$ cat config.mk
export PLATFORM = sky130hd
export DESIGN_NAME = rptr_empty_level
export DESIGN_NICKNAME = d
export VERILOG_FILES = /design/src/rtl/fifo_pkg.sv /design/src/rtl/sync_gray_ptr.sv /design/src/rtl/rptr_empty_level.sv
export SDC_FILE = /design/constraint.sdc
export NUM_CORES = 1
export LEC_CHECK = 0
export ABC_AREA = 1
export BUFFER_PORTS_ARGS = -buffer_cell sky130_fd_sc_hd__buf_4
export CORE_ASPECT_RATIO = 1.25
export CORE_UTILIZATION = 49
export DETAILED_ROUTE_END_ITERATION = 7
export MAX_ROUTING_LAYER = met4
export PLACE_DENSITY = 0.79
export SETUP_SLACK_MARGIN = 0.05
export SYNTH_ARGS = -nofsm -noshare
export SYNTH_HDL_FRONTEND = slang
export SYNTH_SLANG_ARGS = --single-unit
$ cat constraint.sdc
create_clock -name rclk -period 3.6 [get_ports rclk]
set_input_delay 0.36 -clock rclk [delete_from_list [all_inputs] [get_ports rclk]]
set_output_delay 0.36 -clock rclk [all_outputs]
set_load 0.1 [all_outputs]
$ cat src/rtl/fifo_pkg.sv
// Shared async-FIFO helpers: pointer geometry defaults and gray/binary conversion.
package fifo_pkg;

  // Default RAM address width; pointers carry one extra wrap bit.
  localparam int unsigned FIFO_ADDRSIZE = 8;
  localparam int unsigned FIFO_PTR_W    = FIFO_ADDRSIZE + 1;

  // Conversion functions work on a wide container. Callers zero-extend any
  // pointer up to this width and truncate the result back down. Zero upper
  // bits do not disturb the lower bits in either direction, so one function
  // serves every pointer width up to GRAY_MAX_W.
  localparam int unsigned GRAY_MAX_W = 32;

  typedef logic [GRAY_MAX_W-1:0] gray_vec_t;

  // Binary to reflected gray code.
  function automatic gray_vec_t bin2gray(input gray_vec_t bin);
    return bin ^ (bin >> 1);
  endfunction

  // Reflected gray code to binary: each bit is the XOR of all gray bits at or above it.
  function automatic gray_vec_t gray2bin(input gray_vec_t gray);
    gray_vec_t bin;
    bin = '0;
    bin[GRAY_MAX_W-1] = gray[GRAY_MAX_W-1];
    for (int i = GRAY_MAX_W - 2; i >= 0; i--) begin
      bin[i] = bin[i+1] ^ gray[i];
    end
    return bin;
  endfunction

endpackage : fifo_pkg

$ cat src/rtl/sync_gray_ptr.sv
// Multi-flop synchronizer for a gray-coded FIFO pointer crossing into this clock domain.
// Used for wptr on the read side and for rptr on the write side.
module sync_gray_ptr #(
  parameter int unsigned WIDTH  = 9,
  parameter int unsigned STAGES = 2
) (
  input  logic             clk,
  input  logic             rst,
  input  logic [WIDTH-1:0] d,
  output logic [WIDTH-1:0] q
);

  // Stage 0 is the metastability-catching flop; only the last stage is used.
  logic [STAGES-1:0][WIDTH-1:0] stage_q;

  // Plain flop chain, cleared by reset so a stale pointer cannot survive it.
  always_ff @(posedge clk or posedge rst) begin
    if (rst) begin
      stage_q <= '0;
    end else begin
      stage_q <= {stage_q[STAGES-2:0], d};
    end
  end

  assign q = stage_q[STAGES-1];

endmodule : sync_gray_ptr

$ cat src/rtl/rptr_empty_level.sv
// Read-side pointer and flag controller for the async video FIFO.
// Holds the read pointer and derives empty, fill level, almost-empty and
// underflow from a synchronized copy of the gray write pointer.
// rrst is expected to be released synchronously to rclk by the reset tree.
module rptr_empty_level
  import fifo_pkg::*;
#(
  parameter int unsigned ADDRSIZE    = FIFO_ADDRSIZE,
  parameter int unsigned SYNC_STAGES = 2
) (
  input  logic                rclk,
  input  logic                rrst,
  input  logic                rinc,
  input  logic [ADDRSIZE:0]   wptr,
  input  logic [ADDRSIZE:0]   ae_thresh,
  output logic [ADDRSIZE-1:0] raddr,
  output logic [ADDRSIZE:0]   rptr,
  output logic                rempty,
  output logic                raempty,
  output logic [ADDRSIZE:0]   rcount,
  output logic                rundflow
);

  localparam int unsigned PTR_W = ADDRSIZE + 1;

  logic [PTR_W-1:0] rq_wptr;
  logic [PTR_W-1:0] rq_wbin;
  logic [PTR_W-1:0] rbin;
  logic [PTR_W-1:0] rbinnext;
  logic [PTR_W-1:0] rgraynext;
  logic [PTR_W-1:0] lvl_next;
  logic             rd_ok;

  // Bring the gray write pointer into the read clock domain.
  sync_gray_ptr #(
    .WIDTH  (PTR_W),
    .STAGES (SYNC_STAGES)
  ) u_sync_wptr (
    .clk (rclk),
    .rst (rrst),
    .d   (wptr),
    .q   (rq_wptr)
  );

  // A read only advances the pointer when there is data to read.
  assign rd_ok     = rinc & ~rempty;
  assign rbinnext  = rbin + PTR_W'(rd_ok);
  assign rgraynext = PTR_W'(bin2gray(GRAY_MAX_W'(rbinnext)));

  // Level uses the post-read pointer, so a read and an arriving write
  // in the same cycle cancel. Modulo arithmetic handles the wrap bit.
  assign rq_wbin  = PTR_W'(gray2bin(GRAY_MAX_W'(rq_wptr)));
  assign lvl_next = rq_wbin - rbinnext;

  // RAM address is the low bits of the registered binary pointer.
  assign raddr = rbin[ADDRSIZE-1:0];

  // Binary and gray read pointers.
  always_ff @(posedge rclk or posedge rrst) begin
    if (rrst) begin
      rbin <= '0;
      rptr <= '0;
    end else begin
      rbin <= rbinnext;
      rptr <= rgraynext;
    end
  end

  // Empty, level and almost-empty flags, all from the same next-state level.
  always_ff @(posedge rclk or posedge rrst) begin
    if (rrst) begin
      rempty  <= 1'b1;
      raempty <= 1'b1;
      rcount  <= '0;
    end else begin
      rempty  <= (rgraynext == rq_wptr);
      raempty <= (lvl_next <= ae_thresh);
      rcount  <= lvl_next;
    end
  end

  // One-cycle strobe for a read request that arrived while empty.
  always_ff @(posedge rclk or posedge rrst) begin
    if (rrst) begin
      rundflow <= 1'b0;
    end else begin
      rundflow <= rinc & rempty;
    end
  end

endmodule : rptr_empty_level

==> summary.txt <==
Setup path
  – CP endpoint kind: register
  – Worst Setup Start Kind: register
  – Crit-path most repeated cell: nand2_1
  – R2r setup slk: 0.07 ns
  – Crit-path slowest cell: dfrtp_1
  – Worst r2r src: u_sync_wptr.q[7]
  – Crit Path Class: reg -> reg
  – R2r endpoint: raempty
  – Delay of the slowest cell on the worst path: 0.44 ns
  – Worst EP required: 3.83 ns
  – Critical Path Fanout Max: 4
  – R2R depth: 29
  – Crit path DAT: 3.76 ns

Min path
  – Min-delay worst type: in -> reg
  – Worst Hold Launch: wptr[2]
  – Hold worst-path end: u_sync_wptr.stage_q[2]
  – Worst Hold Depth: 1

Route
  – Pre-antenna DRT Iters: 4
  – Number of DRC markers in iteration 0: 39
  – DR WL/cell: 12.3 um
  – Detailed-route DRC error count: 0
  – Routed WL: 4850 um
  – Number of vias per cell: 4.98
  – Total number of vias: 1964
  – Antenna-violating nets left: 0

Clock network
  – Clk root buf: clkbuf_8
  – CTS sink count: 47
  – TritonCTS clock tree: yes
  – CTS Buf Count: 5
  – Clock latency on the worst-skew pair: 0.30 ns
  – Clock Path Buffers: 2
  – Clock-pin slew on the worst setup and hold paths: 0.09 ns
  – H-tree levels: 2

Yosys
  – Leading area contributor after synthesis: dfrtp_1
  – Cell variety after synth: 27
  – Top cell type's share of synthesized area: 0.463
  – Syn Inst Count: 270
  – Synth warnings: 0
  – Avg Inst Size Synth: 9.01 sq um
  – Post-synth net total: 311
  – Top cells by area, synth: dfrtp_1 46%, nand2_1 10%, ha_1 9.8%, inv_1 6.2%, nand3_1 4.9%
  – Sequential area share after synthesis: 0.485
  – Post-Syn Area: 2430 sq um
  – #FFs+latches synth: 47

Floorplan
  – Total core area: 4760 sq um
  – Die area: 5250 sq um
  – Die H: 80.8 um
  – Num ports: 50
  – Chip Width: 65.0 um
  – Site Rows: 28
  – Initial Util: 0.511

Finish
  – # diodes: 0
  – Share of layout cells above drive strength 1: 0.362
  – Finished Cell Area: 3190 sq um
  – Commonest non-fill, non-tap cell in the layout: nand2_1
  – Final #Nets: 374
  – Most frequent cells in the layout: 59 x nand2_1, 56 x buf_4, 44 x dfrtp_1
  – P&R area growth vs syn: 31.2%

Timing
  – Final min period: 3.53 ns
  – Endpoints failing setup: 0
  – RSZ-0062 raised after global routing: true
  – Fin. Hold Viols: 0
  – Relative slew slack: 0.385
  – Slew Viols, Final: 0
  – Fmax: 0.283 GHz
  – Least-Margin Pin Slew: 0.921 ns
  – Final period utilization: 0.981
  – Clk_skew: 0.0123 ns
  – Setup TNS: 0 ns

Global route
  – First-pass GRT wire length: 7620 um
  – Initial antenna violation count: 0
  – Number of global-route vias before repair: 1885
  – GRT Total Usage: 0.200
  – Grt ovf: 0
  – Largest net degree at the start of global routing: 48

Place
  – GPL Wtd Cong: 0.859
  – Cell Area, Placed: 2900 sq um
  – DP HPWL: 3500 um
  – Port Buffer Count: 49

Flow run
  – Max cap viols: 0

Run status
  – Status: completed
-- cell usage after synthesis --
library cell and count:
xor2_2 2, xor2_1 5, a21o_1 1, a21oi_2 1, dfrtp_1 45, nor2_1 7, ha_1 19, o21a_1 1
o21ai_0 6, xnor2_1 5, inv_2 10, dfstp_2 2, nand2_2 7, nand3_2 4, nor2_2 1, inv_1 40
o21bai_1 1, xor2_4 1, a21oi_1 12, nand3_1 24, nand2_1 68, clkinv_1 1, fa_1 1, nand3b_1 1
nand4_2 1, nand4_1 3, nor3_1 1
-- flip-flops by register name (all words and copies together), names as in the netlist --
signal / flops
u_sync_wptr.stage_q: 9
rcount: 9
rempty: 1
rbin: 9
rundflow: 1
raempty: 1
rptr: 8
u_sync_wptr.q: 9
-- metal layers --
layer / vias to the layer above / wire length, um / track usage
met2: 44 / 2530 / 0.345
met1: 938 / 2040 / 0.224
met5: - / 0 / -
met4: 0 / 131 / 0.113
met3: 10 / 153 / 0.0239
li1: 972 / - / -
-- worst max-delay path by stage --
stage | end | slack (ns) | cells past startpoint | start
after floorplan | raempty | 0.12 | 20 | rempty
after global placement | raempty | -0.03 | 28 | u_sync_wptr.q[8]
after detailed placement | raempty | -0.20 | 30 | u_sync_wptr.q[8]
after CTS | raempty | 0.04 | 30 | u_sync_wptr.q[7]
after global routing | raempty | -0.21 | 28 | u_sync_wptr.q[7]
final | raempty | 0.07 | 29 | u_sync_wptr.q[7]
-- final cells by class --
cell class	count	area, sq um
Sequential cell	47	1180
Inverter	51	191
Clock buffer	7	76.3
Clock inverter	1	7.51
Multi-Input combinational cell	172	1240
Fill cell	394	1570
Tap cell	60	75.1
Timing Repair Buffer	56	420
-- cells by family after synthesis --
logic type / count (synthesis) / share of synthesized area
XOR/XNOR: 13 / 0.0607
adder cells (fa/ha/maj): 20 / 0.106
buffers and inverters: 51 / 0.0787
flip-flops: 47 / 0.485
AO/OA/AOI/OAI: 22 / 0.0499
AND/OR/NAND/NOR: 117 / 0.220
-- critical path, delay by kind of cell, from the launching register on --
family | cells | cell delay [ns]
AO/OA/AOI/OAI | 6 | 0.71
XOR/XNOR | 1 | 0.13
adder cells (fa/ha/maj) | 3 | 0.71
buffers and inverters | 4 | 0.29
flip-flops | 1 | 0.44
AND/OR/NAND/NOR | 15 | 1.21
-- stage by stage --
| step | setup slack [ns] | utilization | hold WS (ns) | cells |
|---|---|---|---|---|
| floorplan | 0.122 | - | 0.331 | 270 |
| global placement | -0.0259 | 0.608 | 0.333 | 381 |
| detailed placement | -0.197 | 0.608 | 0.335 | 381 |
| CTS | 0.0421 | 0.644 | 0.152 | 393 |
| global route | -0.205 | 0.670 | 0.145 | 394 |
| finish | 0.0679 | 0.670 | 0.154 | 394 |
-- what timing repair did --
action                     in CTS  in global routing
gates resized for setup        17                 23
pin swaps                      10                 11
setup buffers                   4                  1
hold buffers                    0                  0
setup endpoints to repair       1                  1
Power is left out: the tool's default activity adds up to more than one toggle a clock period on the data nets, which glitch-free logic cannot reach.
